--- config.mk ---
export PLATFORM = sky130hd
export DESIGN_NAME = vga_timing_gen
export DESIGN_NICKNAME = d
export VERILOG_FILES = /design/src/rtl/vga_timing_gen.sv
export SDC_FILE = /design/constraint.sdc
export NUM_CORES = 1
export LEC_CHECK = 0
export ABC_AREA = 1
export BUFFER_PORTS_ARGS = -buffer_cell sky130_fd_sc_hd__buf_2
export CAP_MARGIN = 40
export CORE_MARGIN = 4
export CORE_UTILIZATION = 45
export DETAILED_ROUTE_END_ITERATION = 16
export MAX_ROUTING_LAYER = met4
export PLACE_DENSITY = 0.81
export SYNTH_ARGS = -nofsm -noshare
export SYNTH_HDL_FRONTEND = slang
export SYNTH_SLANG_ARGS = --single-unit
--- constraint.sdc ---
create_clock -name vga_clk_i -period 1.9 [get_ports vga_clk_i]
set_input_delay 0.095 -clock vga_clk_i [delete_from_list [all_inputs] [get_ports vga_clk_i]]
set_output_delay 0.095 -clock vga_clk_i [all_outputs]
set_load 0.05 [all_outputs]
--- src/rtl/vga_timing_gen.sv ---
`timescale 1ns/1ps
`default_nettype none
// ============================================================================
//  Module   : vga_timing_gen
//  Purpose  : Parametrised VGA raster timing generator. Produces hsync/vsync,
//             a visible-region data-enable, and a pixel request with
//             coordinates issued REQ_LAT cycles ahead of data-enable, so a
//             source with REQ_LAT cycles of registered latency lands its
//             pixel exactly on the matching data-enable cycle. Also provides
//             run/stop control, a frame-start pulse and an 8-bit frame count.
//
//  Ports    : vga_clk_i      pixel clock
//             sys_rst_n_i    asynchronous active-low reset
//             en_i           run enable (sampled into run_q every cycle)
//             pix_data_i     pixel from source, valid REQ_LAT cycles after req
//             pix_req_o      pixel request
//             pix_x_o/_y_o   requested column/row (0 when no request)
//             hsync_o        horizontal sync, active level HS_POL
//             vsync_o        vertical sync, active level VS_POL
//             data_en_o      visible-region flag
//             rgb_o          pix_data_i while data_en_o, else 0
//             frame_start_o  one-cycle pulse on the first cycle of a frame
//             frame_cnt_o    frame counter, wraps 255 -> 0
//
//  Revision : 1.0  initial release
// ============================================================================
module vga_timing_gen #(
  parameter int H_SYNC   = 96,
  parameter int H_BP     = 48,
  parameter int H_ACTIVE = 640,
  parameter int H_FP     = 16,
  parameter int V_SYNC   = 2,
  parameter int V_BP     = 33,
  parameter int V_ACTIVE = 480,
  parameter int V_FP     = 10,
  parameter bit HS_POL   = 1'b0,
  parameter bit VS_POL   = 1'b0,
  parameter int DATA_W   = 16,
  parameter int CNT_W    = 12,
  parameter int REQ_LAT  = 1
) (
  input  logic              vga_clk_i,
  input  logic              sys_rst_n_i,
  input  logic              en_i,
  input  logic [DATA_W-1:0] pix_data_i,
  output logic              pix_req_o,
  output logic [CNT_W-1:0]  pix_x_o,
  output logic [CNT_W-1:0]  pix_y_o,
  output logic              hsync_o,
  output logic              vsync_o,
  output logic              data_en_o,
  output logic [DATA_W-1:0] rgb_o,
  output logic              frame_start_o,
  output logic [7:0]        frame_cnt_o
);

  // --------------------------------------------------------------------------
  // Derived geometry
  // --------------------------------------------------------------------------
  localparam int H_TOTAL = H_SYNC + H_BP + H_ACTIVE + H_FP;
  localparam int HA_S    = H_SYNC + H_BP;
  localparam int HA_E    = HA_S + H_ACTIVE;
  localparam int V_TOTAL = V_SYNC + V_BP + V_ACTIVE + V_FP;
  localparam int VA_S    = V_SYNC + V_BP;
  localparam int VA_E    = VA_S + V_ACTIVE;

  // Counter-width copies so every compare is same-width.
  localparam logic [CNT_W-1:0] H_LAST    = CNT_W'(H_TOTAL - 1);
  localparam logic [CNT_W-1:0] V_LAST    = CNT_W'(V_TOTAL - 1);
  localparam logic [CNT_W-1:0] H_SYNC_E  = CNT_W'(H_SYNC);
  localparam logic [CNT_W-1:0] V_SYNC_E  = CNT_W'(V_SYNC);
  localparam logic [CNT_W-1:0] HA_S_C    = CNT_W'(HA_S);
  localparam logic [CNT_W-1:0] HA_E_C    = CNT_W'(HA_E);
  localparam logic [CNT_W-1:0] VA_S_C    = CNT_W'(VA_S);
  localparam logic [CNT_W-1:0] VA_E_C    = CNT_W'(VA_E);
  localparam logic [CNT_W-1:0] REQ_S_C   = CNT_W'(HA_S - REQ_LAT);
  localparam logic [CNT_W-1:0] REQ_E_C   = CNT_W'(HA_E - REQ_LAT);
  localparam logic [CNT_W-1:0] REQ_LAT_C = CNT_W'(REQ_LAT);

  // --------------------------------------------------------------------------
  // Elaboration-time parameter checks
  // --------------------------------------------------------------------------
  generate
    if (REQ_LAT < 1 || REQ_LAT > 4) begin : g_err_req_lat_range
      $error("vga_timing_gen: REQ_LAT must be in 1..4");
    end
    // The request window must start inside the line, i.e. no earlier than
    // the end of the sync pulse region feeding the back porch.
    if (REQ_LAT > H_BP) begin : g_err_req_lat_bp
      $error("vga_timing_gen: REQ_LAT must not exceed H_BP");
    end
    if (H_TOTAL >= (1 << CNT_W)) begin : g_err_h_total
      $error("vga_timing_gen: H_TOTAL does not fit in CNT_W bits");
    end
    if (V_TOTAL >= (1 << CNT_W)) begin : g_err_v_total
      $error("vga_timing_gen: V_TOTAL does not fit in CNT_W bits");
    end
  endgenerate

  // --------------------------------------------------------------------------
  // State
  // --------------------------------------------------------------------------
  logic             run_q;
  logic [CNT_W-1:0] h_cnt_q, h_cnt_d;
  logic [CNT_W-1:0] v_cnt_q, v_cnt_d;
  logic [7:0]       frame_cnt_q, frame_cnt_d;

  // Decoded windows (ungated by run)
  logic h_sync_win;
  logic v_sync_win;
  logic h_act_win;
  logic v_act_win;
  logic h_req_win;

  // --------------------------------------------------------------------------
  // Raster counters. While stopped the counters sit at zero, so the first
  // cycle after run rises is always h=0, v=0: a fresh frame with sync first.
  // --------------------------------------------------------------------------
  always_comb begin
    h_cnt_d = h_cnt_q;
    v_cnt_d = v_cnt_q;
    if (!run_q) begin
      h_cnt_d = '0;
      v_cnt_d = '0;
    end else if (h_cnt_q == H_LAST) begin
      h_cnt_d = '0;
      if (v_cnt_q == V_LAST) begin
        v_cnt_d = '0;
      end else begin
        v_cnt_d = v_cnt_q + CNT_W'(1);
      end
    end else begin
      h_cnt_d = h_cnt_q + CNT_W'(1);
    end
  end

  always_comb begin
    frame_cnt_d = frame_cnt_q;
    if (frame_start_o) begin
      frame_cnt_d = frame_cnt_q + 8'd1;
    end
  end

  always_ff @(posedge vga_clk_i or negedge sys_rst_n_i) begin
    if (!sys_rst_n_i) begin
      run_q       <= 1'b0;
      h_cnt_q     <= '0;
      v_cnt_q     <= '0;
      frame_cnt_q <= 8'd0;
    end else begin
      run_q       <= en_i;
      h_cnt_q     <= h_cnt_d;
      v_cnt_q     <= v_cnt_d;
      frame_cnt_q <= frame_cnt_d;
    end
  end

  // --------------------------------------------------------------------------
  // Window decode from the registered counters
  // --------------------------------------------------------------------------
  always_comb begin
    h_sync_win = (h_cnt_q < H_SYNC_E);
    v_sync_win = (v_cnt_q < V_SYNC_E);
    h_act_win  = (h_cnt_q >= HA_S_C)  && (h_cnt_q < HA_E_C);
    v_act_win  = (v_cnt_q >= VA_S_C)  && (v_cnt_q < VA_E_C);
    // Request window is the active window moved REQ_LAT cycles earlier.
    h_req_win  = (h_cnt_q >= REQ_S_C) && (h_cnt_q < REQ_E_C);
  end

  // --------------------------------------------------------------------------
  // Outputs: everything is gated by run_q so stopping (or reset, which
  // clears run_q asynchronously) forces the inactive levels at once.
  // --------------------------------------------------------------------------
  always_comb begin
    hsync_o       = ~HS_POL;
    vsync_o       = ~VS_POL;
    data_en_o     = 1'b0;
    pix_req_o     = 1'b0;
    pix_x_o       = '0;
    pix_y_o       = '0;
    frame_start_o = 1'b0;
    rgb_o         = '0;
    if (run_q) begin
      hsync_o       = h_sync_win ? HS_POL : ~HS_POL;
      vsync_o       = v_sync_win ? VS_POL : ~VS_POL;
      data_en_o     = h_act_win && v_act_win;
      pix_req_o     = h_req_win && v_act_win;
      frame_start_o = (h_cnt_q == '0) && (v_cnt_q == '0);
      if (pix_req_o) begin
        pix_x_o = h_cnt_q + REQ_LAT_C - HA_S_C;
        pix_y_o = v_cnt_q - VA_S_C;
      end
      if (data_en_o) begin
        rgb_o = pix_data_i;
      end
    end
  end

  assign frame_cnt_o = frame_cnt_q;

endmodule
`default_nettype wire

After elaboration in Yosys (flattened, before gate mapping)
Index checks and enable logic that the tools add are counted.
Widths: inputs -> output; s select.
- output and inout port bits: 53
- word-level logic and storage cells: 46
- input bits: 19
- bits in registers: 33
- reduce and logical (&&, ||, !) cells: 8
- add/subtract/negate cells: 5
- $lt $le $gt $ge: 8
- mux-type cells: 18
- eq/ne operators: 3
- operators by type and width (operator ; number):
    $mux 12 ; 9
    $lt 12x10->1 const B ; 3
    $mux 16 ; 2
    $add 12x1->12 const B ; 2
    $eq 12x10->1 const B ; 2
    $ge 12x8->1 const B ; 2
    $logic_not 12->1 ; 2
    $ge 12x6->1 const B ; 1
    $lt 12x2->1 const B ; 1
    $lt 12x7->1 const B ; 1
    $sub 12x6->12 const B ; 1
    $sub 12x8->12 const B ; 1
    $add 8x1->8 const B ; 1
    $mux 1 ; 7
    $logic_and 1x1->1 ; 6
    $ne 2x1->1 const B ; 1

Logic depth before layout (Yosys ltp)
Gate-level depths: netlist (run 1).
- word-level depth: 5
- gate-level depth with buffers: 13
- gate-level depth less buffers: 13

Worst setup path before layout (run 1)
No wires, ideal clock.
- path kind: register to output
- start point: register h_cnt_q[0]
- end point: output pix_x_o[7]
- cell stages (with the launch flop): 9
- path slack: -0.785 ns
- required time: 1.805 ns
- buffers on the path: 0
- arrival time: 2.590 ns
- path through: dfrtp_1 -> ha_1 -> nand3_1 -> clkinv_1 -> nand4_1 -> nand3_2 -> nor2_4 -> inv_2 -> nor3_1
- word-level cells in the longest chain between the ends: 5
- elaborated cells between the ends (all ways): 8
- those cells by class: add/sub: 2; order compare: 2; mux: 2; reduce/logical: 2
- RTL lines (element ; RTL line ; source):
    from (decl) ; 104 ; logic [CNT_W-1:0] h_cnt_q, h_cnt_d;
    from (signal assigned) ; 152 ; h_cnt_q <= h_cnt_d;
    parallel branches: the longest is 3 deep, another holds $add 12x1->12 ; n/a ;
    $mux 12 (*) ; 189 ; if (pix_req_o) begin
    $mux 12 (*) ; 183 ; if (run_q) begin
    to (decl) ; 47 ; output logic [CNT_W-1:0] pix_x_o,
Mark *: on every way between the ends.

Worst setup path after layout (run 1)
- start point: register h_cnt_q[6]
- end point: output pix_x_o[7]
The elaborated chain is that of the path after synthesis.

==> results of run 1 <==
## cells in the final DEF, fill, tap and decap left out, drive strengths merged
cell type	Yosys	routed
dfrtp	33	33
xnor2	2	2
or2	2	2
clkinvlp	0	1
o21bai	1	1
o21ai	16	16
a31oi	1	1
nand4	7	7
nor3	14	14
buf	7	131
inv	62	62
a21oi	20	20
dlygate4sd3	0	2
ha	6	6
nor2	77	77
clkinv	1	2
clkbuf	0	8
conb	1	1
o22ai	1	1
nand2	86	86
xor2	13	13
nand3	30	30
## area by class of cell
type,instances,area (sq um),area share
tap,72,90.1,0.0201
multi-input combinational,277,1990,0.445
clock inverter,1,5.00,0.00112
sequential,33,837,0.187
timing repair inverter,1,11.3,0.00251
clock buffer,7,96.3,0.0215
inverter,63,260,0.0581
timing repair buffer,134,1190,0.265
## per-stage QoR
step	util	power (W)
3_5_place_dp	0.647	0.00136
2_1_floorplan	-	0.00121
6_report	0.819	0.00204
4_1_cts	0.758	0.00198
3_3_place_gp	0.647	0.00135
5_1_grt	0.819	0.00212
## sequential cells by signal, summed over array words and instances, names as in the netlist
signal       cells
v_cnt_q         12
h_cnt_q         12
run_q            1
frame_cnt_o      8
## kinds of logic after synthesis
kind of cell    count (synthesis)  synth area share
buf+inv                        70             0.116
xor+xnor                       15            0.0519
other cells                     1           0.00148
compound gates                 39            0.0940
flops                          33             0.326
fa+ha+maj                       6            0.0297
simple gates                  216             0.381
## how the worst max path moves through the flow
stage | slack, ns | to | cells past startpoint
after CTS | -0.21 | pix_x_o[9] | 14
after global placement | -0.06 | pix_x_o[6] | 10
after floorplan | -0.16 | pix_x_o[11] | 10
after global routing | -0.40 | pix_x_o[9] | 11
final | -0.34 | pix_x_o[7] | 10
after detailed placement | -0.09 | pix_x_o[6] | 10
## report_power, final
part | internal, W | switching [W] | leakage (nW) | total (W)
sequential | 0.000763 | 0.0000623 | 0.434 | 0.000825
clock | 0.000328 | 0.000297 | 0.0542 | 0.000625
combinational | 0.000169 | 0.000424 | 1.74 | 0.000594
total | 0.00126 | 0.000783 | 2.23 | 0.00204
## layer usage
| layer | wire, um | vias up |
|---|---|---|
| met2 | 5420 | 228 |
| met3 | 922 | 75 |
| met5 | 0 | - |
| met4 | 731 | 0 |
| li1 | - | 1453 |
| met1 | 3620 | 1530 |
## timing repair
| action | in CTS | in global routing |
|---|---|---|
| setup endpoints to repair | 42 | 53 |
| endpoints found under the hold margin | 34 | 0 |
| pin swaps | 20 | 20 |
| buffers inserted | 7 | 10 |
| cloned | 1 | 1 |
| gates resized for setup | 124 | 64 |
| hold buffers | 2 | 0 |
## worst max-delay path, delay by kind of cell, from the launching register on
family,cells,cell delay [ns]
buf+inv,4,0.55
flops,1,0.47
simple gates,5,0.58
compound gates,1,0.22
==> run_results.csv, run 1 <==
group,metric,value,unit
run_status,status,"finished with violations",
run_status,failing_checks,"negative setup slack",
setup_path,worst_setup_path_start_kind,"flip-flop",
sta,final-max-slew-violation-count,0,
pwr,pwr_density_cell,456,mW/mm^2
min_path,hp-class,"in -> async",
setup_path,worstPathCellList,"inv_1, a21oi_2, nor2_2, nand2_1, nand3_2, nor2_4, buf_12, inv_12, nor3_4, buf_6",
logic_synthesis,ys_top_cells_by_area,"dfrtp_1, nand2_1, nor2_1, inv_1, nand3_1",
logic_synthesis,synth_top_cell_by_area,"dfrtp_1",
setup_path,cp-startpoint,"h_cnt_q[6]$_DFF_PN0_",
sta,rsz_0062_raised_after_global_routing,"yes",
logic_synthesis,avg_cell_area_syn,6.66,sq um
setup_path,crit-reg2reg-launch,"h_cnt_q[4]$_DFF_PN0_",
logic_synthesis,synth.cell_area,0.00253,sq mm
logic_synthesis,syn_inst,380,
route,via_count,3286,
setup_path,end_kind,"primary output",
sta,worst_hold_slack,0.417,ns
global_route,initial_antenna_violation_count,0,
global_route,first_global_vias,3244,
logic_synthesis,post_synth_most_frequent_cells,"nand2_1, nor2_1, inv_1",
die,core_area,0.00547,sq mm
setup_path,worst_r2r_endpoint,"frame_cnt_o[2]$_DFFE_PN0P_",
global_route,globalRouteMet1Util,0.292,
logic_synthesis,netlist.area_leader.share,0.326,
sta,worst_slack,-0.338,ns
setup_path,r2r_cells,9,
die,boundaryPins,72,
sta,finalCritPeriodShare,1.18,
global_route,maximum_number_of_pins_on_one_net_before_global_route_repair,34,
pwr,vdd_drop_max,0.000581,V
final_layout,areaGrowthSynthToFinish,77.2,%
clocking,cts_buffers,5,
flow_run,maxCapViolations,0,
route,detail_route.wirelength,10700,um
logic_synthesis,synth.ff_latch_count,33,
setup_path,crit_fanout,11,
place,dp.final_hpwl,5580,um
sta,final-setup-viol-count,41,
clocking,worst_skew_pair.late_latency,0.30,ns
logic_synthesis,ys_warn_count,0,
sta,totalNegativeSetupSlack,-8.76,ns
logic_synthesis,ys_async_sr_fraction,1.00,
setup_path,rrSetupSlack,0.09,ns
global_route,global_route_wire_length_before_repair,15200,um
final_layout,nets,540,
setup_path,cp_slowest_cell,"dfrtp_2",
logic_synthesis,synth.most_common_cell,"nand2_1",
global_route,grt_overflow_total,0,
clocking,htreeDepth,2,
setup_path,worstSetupPathType,"reg -> out",
die,floorplan.initialDensity,0.462,
place,dp_cells,559,
place,port_buffers,70,
logic_synthesis,synth_enable_flop_cells,0,
die,rows,27,
global_route,grt_most_used_layer,"met2",
final_layout,layout-drive-gt1-share,0.539,
sta,max-slew-margin-rel,0.462,
die,dieHeight,83.0,um
setup_path,worst_path_largest_cell_delay,0.47,ns
clocking,tritoncts,"done",
clocking,sink_count,33,
clocking,clock_tree.buffer_depth,2,
clocking,cts.root.buffer_cell,"clkbuf_8",
sta,period_minus_slack,2.24,ns
global_route,groute.layer.met3.usage,0.0526,
route,detail-route-antenna-nets,0,
sta,fmax,447,MHz
final_layout,antenna-diode-count,0,
sta,worst_slew_pin_slew,0.806,ns
clocking,worst_setup_hold_path_clk_slew,0.09,ns
place,gpl.final_weighted_congestion,0.911,
route,drt-pass1-iter-count,8,
logic_synthesis,yosysUniqueCellTypes,31,
route,wl_per_cell,18.2,um
final_layout,fillCellCount,311,
logic_synthesis,synth-main-ff-cell,"dfrtp_1",
global_route,grtUsageTotal,0.277,
final_layout,finish.cell_count_without_fillers,588,
route,detail_route.iter0.violations,335,
place,pre_cts_slack,-0.0853,ns
sta,fin_worst_skew,0.0180,ns
pwr,static-leakage-power,2.23,nW
global_route,groute.layer.met2.usage,0.493,
logic_synthesis,synth-seq-area-share,0.326,
die,design.die.area,0.00689,sq mm
route,vias_per_cell,5.59,
setup_path,worst_ep_required_time,1.80,ns
logic_synthesis,post_syn_nets,405,
place,placedInstanceArea,0.00354,sq mm
die,die_width,83.0,um
setup_path,arrival,2.14,ns
final_layout,finalInstanceArea,0.00448,sq mm
sta,hold_viol_final,0,
route,post-route-drc-count,0,
(Power assumes the default switching activity.)
==> run 2: changes to the inputs <==
Settings changed: CORE_MARGIN 4 to 1.5, TNS_END_PERCENT from default to 5.
==> run 2 against run 1 <==
Net effect:
- the run still ends with negative setup slack left
- combinational power decreased by 8.6%
- utilization decreased by 7.0 points
- clock power increased by 12%
- via count decreased by 9.1%
- global-route usage decreased by 1.3 points
- total power increased by 1.2%
- setup slack improved by 0.094 ns
- non-clock buffer count decreased by 20
- sequential cell count unchanged
- maximum frequency increased by 4.4%
- critical path type unchanged
- critical endpoint is now pix_y_o[3]
- largest cell class unchanged
==> run_results.csv, run 2 (synthesis gave the netlist of run 1 again) <==
group,metric,value,unit
run_status,status,"finished with violations",
run_status,failing_checks,"negative setup slack",
setup_path,worst_r2r_endpoint,"frame_cnt_o[2]$_DFFE_PN0P_",
route,wl_per_cell,14.2,um
route,drt-pass1-iter-count,6,
sta,period_minus_slack,2.14,ns
final_layout,most_frequent_standard_cell_in_the_layout_excluding_fill_and_tap_cells,"nand2_1",
setup_path,worstSetupPathType,"reg -> out",
route,detail_route.wirelength,8050,um
flow_run,maxCapViolations,0,
setup_path,worst_ep_required_time,1.80,ns
die,core_area,0.00547,sq mm
sta,fmax,466,MHz
route,vias_per_cell,5.27,
setup_path,path_depth,9,
place,port_buffers,70,
sta,hold_viol_final,0,
clocking,clock_tree.buffer_depth,2,
route,post-route-drc-count,0,
sta,final-max-slew-violation-count,0,
pwr,static-leakage-power,2.11,nW
final_layout,nets,519,
global_route,initial_antenna_violation_count,0,
final_layout,fillCellCount,365,
global_route,global_route_wire_length_before_repair,12500,um
clocking,sink_count,33,
route,detail-route-antenna-nets,0,
global_route,first_global_vias,2832,
route,detail_route.iter0.violations,253,
route,via_count,2987,
setup_path,critical-path-top-delay-family,"simple AND/OR/NAND/NOR gates",
sta,worst_slew_pin_slew,0.765,ns
sta,finalCritPeriodShare,1.13,
global_route,grt_overflow_total,0,
setup_path,arrival,2.05,ns
sta,fin_worst_skew,0.00611,ns
setup_path,r2r_cells,10,
final_layout,layout_common_cells,"nand2_1, inv_1, nor2_1, buf_6, buf_4",
place,dp_cells,550,
final_layout,finish.cell_count_without_fillers,567,
pwr,pwr_density_cell,505,mW/mm^2
place,pre_cts_slack,-0.0631,ns
setup_path,worstPathCellList,"nor2_4, nand2_2, a21oi_4, nand3_2, nor2_4, inv_4, clkbuf_16, a21oi_4, buf_6",
die,dieHeight,78.0,um
setup_path,crit-reg2reg-launch,"h_cnt_q[0]$_DFF_PN0_",
die,floorplan.initialDensity,0.462,
setup_path,crit_path_end,"pix_y_o[3]",
clocking,worst_skew_pair.late_latency,0.29,ns
final_layout,layout-drive-gt1-share,0.453,
final_layout,antenna-diode-count,0,
setup_path,critical_path.n_buffers_inverters,3,
setup_path,rrSetupSlack,0.08,ns
min_path,hp-class,"in -> async",
sta,max-slew-margin-rel,0.490,
final_layout,areaGrowthSynthToFinish,62.0,%
setup_path,end_kind,"primary output",
place,gpl.final_weighted_congestion,0.991,
clocking,htreeDepth,2,
sta,final-setup-viol-count,42,
die,die_width,78.0,um
setup_path,worst_setup_path_start_kind,"flip-flop",
setup_path,crit_fanout,6,
setup_path,cp-startpoint,"h_cnt_q[4]$_DFF_PN0_",
sta,rsz_0062_raised_after_global_routing,"yes",
die,design.die.area,0.00608,sq mm
setup_path,cp_slowest_cell,"dfrtp_2",
setup_path,worst_path_largest_cell_delay,0.46,ns
clocking,tritoncts,"done",
die,boundaryPins,72,
die,rows,27,
pwr,vdd_drop_max,0.000540,V
global_route,maximum_number_of_pins_on_one_net_before_global_route_repair,34,
global_route,grtUsageTotal,0.264,
clocking,cts.root.buffer_cell,"clkbuf_8",
clocking,worst_setup_hold_path_clk_slew,0.07,ns
clocking,cts_buffers,5,
place,dp.final_hpwl,5610,um
sta,worst_slack,-0.245,ns
[run 2: how the worst min path moves through the flow]
stage | slack (ns) | startpoint | cells past startpoint | to
after detailed placement | 0.21 | sys_rst_n_i | 1 | v_cnt_q[8]$_DFFE_PN0P_
after global placement | 0.21 | sys_rst_n_i | 1 | frame_cnt_o[1]$_DFFE_PN0P_
final | 0.42 | sys_rst_n_i | 2 | frame_cnt_o[5]$_DFFE_PN0P_
after floorplan | -0.20 | sys_rst_n_i | 0 | frame_cnt_o[0]$_DFFE_PN0P_
after global routing | 0.48 | en_i | 2 | run_q$_DFF_PN0_
after CTS | 0.44 | sys_rst_n_i | 2 | frame_cnt_o[4]$_DFFE_PN0P_
[run 2: area by class of cell]
class | count | area [sq um] | area share
tap | 72 | 90.1 | 0.0220
sequential | 33 | 835 | 0.204
inverter | 63 | 244 | 0.0595
timing repair buffer | 114 | 1010 | 0.246
multi-input combinational | 277 | 1800 | 0.439
clock buffer | 6 | 82.6 | 0.0202
clock inverter | 2 | 37.5 | 0.00916
[run 2: power breakdown]
part | internal, W | switching, W
registers | 0.000763 | 0.0000618
clock network | 0.000426 | 0.000274
logic | 0.000150 | 0.000393
[run 2: repair_timing]
item                                    in CTS  in global routing
cloned                                       0                  1
endpoints found under the setup margin      42                 42
pin swaps                                    8                 16
hold buffers                                 2                  0
gates resized for setup                     93                 51
setup buffers                                1                  5
endpoints found under the hold margin       34                  0
[run 2: metrics by stage]
step	util	hold WS, ns	instance area, sq um	setup TNS, ns	power [W]
floorplan	-	-0.201	2740	-4.62	0.00120
global placement	0.622	0.210	3400	-0.00174	0.00134
detailed placement	0.622	0.210	3400	-0.497	0.00136
CTS	0.703	0.441	3850	-6.54	0.00206
global route	0.749	0.477	4100	-11.29	0.00216
finish	0.749	0.420	4100	-7.66	0.00207
[run 2: worst reg2reg max path: stages (launching register included)]
cell	delay, ns
dfrtp_2	0.43
buf_6	0.12
buf_4	0.16
inv_1	0.06
ha_1	0.18
nand2_1	0.08
nor2_1	0.16
nand3_2	0.15
inv_2	0.14
nand2_1	0.07
xor2_1	0.14
[run 2: per-layer routing]
| layer | global-route usage | up-vias | wire, um |
|---|---|---|---|
| met5 | - | - | 0 |
| met4 | 0.0839 | 0 | 234 |
| met3 | 0.0447 | 31 | 429 |
| met2 | 0.493 | 143 | 4310 |
| met1 | 0.282 | 1395 | 3070 |
| li1 | - | 1418 | - |
==> run 3: changes to the inputs <==
--- a/config.mk
+++ b/config.mk
@@ -9,5 +9,5 @@
 export BUFFER_PORTS_ARGS = -buffer_cell sky130_fd_sc_hd__buf_2
 export CAP_MARGIN = 40
-export CORE_MARGIN = 1.5
+export CORE_MARGIN = 2
 export CORE_UTILIZATION = 45
 export DETAILED_ROUTE_END_ITERATION = 16
==> constraint.sdc (replaced) <==
create_clock -name vga_clk_i -period 1.9 [get_ports vga_clk_i]
set_input_delay 0.095 -clock vga_clk_i [delete_from_list [all_inputs] [get_ports vga_clk_i]]
set_output_delay 0.095 -clock vga_clk_i [all_outputs]
set_load 0.005 [all_outputs]
==> run 3 against run 2 <==
Net effect:
- the flow still finishes with violations (negative setup slack)
- via count is 6.3% lower
- combinational power is 42% lower
- cell count is 2.8% lower
- largest cell class unchanged
- highest routed layer unchanged
==> run_results.csv, run 3 (synthesis gave the netlist of run 1 again) <==
group,metric,value,unit
clocking,htreeDepth,2,
route,detail_route.iter0.violations,115,
sta,period_minus_slack,2.03,ns
setup_path,r2r_cells,10,
pwr,vdd_drop_max,0.000583,V
min_path,hp-class,"in -> async",
setup_path,crit_fanout,4,
route,via_count,2798,
sta,final-setup-viol-count,41,
clocking,sink_count,33,
sta,hold_viol_final,0,
flow_run,maxCapViolations,0,
final_layout,layout_common_cells,"buf_2, nand2_1, nor2_1",
final_layout,antenna-diode-count,0,
clocking,tritoncts,"done",
die,rows,27,
setup_path,end_kind,"primary output",
final_layout,finalInstanceArea,0.00348,sq mm
route,wl_per_cell,13.0,um
die,die_width,79.0,um
route,detail_route.wirelength,7150,um
final_layout,areaGrowthSynthToFinish,37.7,%
setup_path,worstSetupPathType,"reg -> out",
clocking,cts.root.buffer_cell,"clkbuf_8",
sta,max-slew-margin-rel,0.492,
pwr,static-leakage-power,1.95,nW
setup_path,rrSetupSlack,0.10,ns
sta,worst_slack,-0.127,ns
sta,worst_slew_pin_slew,0.762,ns
pwr,pwr_density_cell,529,mW/mm^2
run_status,failing_checks,"negative setup slack",
run_status,status,"finished with violations",
die,boundaryPins,72,
route,detail-route-antenna-nets,0,
final_layout,most_frequent_standard_cell_in_the_layout_excluding_fill_and_tap_cells,"buf_2",
global_route,first_global_vias,2694,
setup_path,arrival,1.93,ns
place,dp.final_hpwl,5180,um
die,dieHeight,79.0,um
route,vias_per_cell,5.08,
die,design.die.area,0.00624,sq mm
final_layout,nets,503,
die,core_area,0.00547,sq mm
setup_path,worst_setup_path_start_kind,"flip-flop",
place,port_buffers,70,
route,drt-pass1-iter-count,4,
place,gpl.final_weighted_congestion,0.914,
place,pre_cts_slack,-0.0119,ns
sta,rsz_0062_raised_after_global_routing,"yes",
final_layout,layout-drive-gt1-share,0.384,
sta,fin_worst_skew,0.0136,ns
clocking,worst_skew_pair.late_latency,0.29,ns
global_route,grt_overflow_total,0,
route,post-route-drc-count,0,
global_route,global_route_wire_length_before_repair,11800,um
clocking,worst_setup_hold_path_clk_slew,0.08,ns
sta,final-max-slew-violation-count,0,
sta,fmax,493,MHz
setup_path,worst_ep_required_time,1.80,ns
clocking,clock_tree.buffer_depth,2,
sta,finalCritPeriodShare,1.07,
global_route,initial_antenna_violation_count,0,
global_route,maximum_number_of_pins_on_one_net_before_global_route_repair,34,
place,placedInstanceArea,0.00304,sq mm
clocking,cts_buffers,5,
global_route,grtUsageTotal,0.243,
die,floorplan.initialDensity,0.462,
run 3: cell types whose count changed in the layout (fill, tap and decap cells not counted), moves of 5 or more:
cell,before,now
a21oi_2,2,7
a21oi_4,6,1
buf_2,28,70
buf_4,37,22
buf_6,41,2
nand2_2,13,18
nand2_4,6,1
nor2_1,41,61
nor2_2,14,9
nor2_4,22,7
run 3: timing repair:
action                                  in CTS  in global routing
pin swaps                                   19                  9
setup buffers                                9                  3
endpoints found under the setup margin      41                 47
gates resized for setup                     38                 22
hold buffers                                 2                  0
hold endpoints to repair                    34                  0
run 3: metal layers:
layer | track usage | wire, um | share of wire
met1 | 0.288 | 3050 | 0.43
met2 | 0.422 | 3570 | 0.50
met3 | 0.0386 | 386 | 0.054
met4 | 0.0776 | 142 | 0.020
met5 | - | 0 | 0
run 3: final timing paths:
path | startpoint | endpoint
worst max-delay path | h_cnt_q[0]$_DFF_PN0_ | pix_x_o[9]
worst max register to register | v_cnt_q[1]$_DFFE_PN0P_ | frame_cnt_o[5]$_DFFE_PN0P_
worst min register to register | frame_cnt_o[5]$_DFFE_PN0P_ | frame_cnt_o[5]$_DFFE_PN0P_
worst min-delay path | sys_rst_n_i | h_cnt_q[9]$_DFF_PN0_
max in group asynchronous | sys_rst_n_i | h_cnt_q[3]$_DFF_PN0_
min in group vga_clk_i | en_i | run_q$_DFF_PN0_
run 3: layout make-up:
type,count,area [sq um]
Multi-Input combinational cell,277,1600
Clock buffer,6,82.6
Sequential cell,33,835
Inverter,63,243
Clock inverter,2,37.5
Tap cell,72,90.1
Fill cell,502,1990
Timing Repair Buffer,98,598
run 3: power breakdown:
group          leakage, nW  internal (W)  switching, W
Clock               0.0574      0.000427      0.000279
Sequential           0.436      0.000762     0.0000623
Combinational         1.45      0.000138      0.000177
Total                 1.95       0.00133      0.000518
run 3: critical path, stage by stage, from the launching register on:
cell	delay [ns]
dfrtp_1	0.41
ha_4	0.18
nand3_2	0.09
clkinv_2	0.09
nand2_2	0.09
nand2_2	0.08
inv_4	0.08
nand3_1	0.14
nand2_2	0.13
nand2_2	0.06
nand2_1	0.05
nand2_1	0.04
nor2_1	0.08
buf_2	0.12
run 3: stage by stage:
step / hold slack [ns] / TNS (ns) / util / std cells / power [W]
final: 0.408 / -1.89 / 0.637 / 551 / 0.00184
after global routing: 0.457 / -6.35 / 0.637 / 551 / 0.00195
after CTS: 0.433 / -2.67 / 0.619 / 548 / 0.00186
after detailed placement: 0.212 / -0.0160 / 0.556 / 529 / 0.00113
after global placement: 0.210 / 0 / 0.556 / 529 / 0.00112
after floorplan: -0.201 / 0 / - / 380 / 0.000994
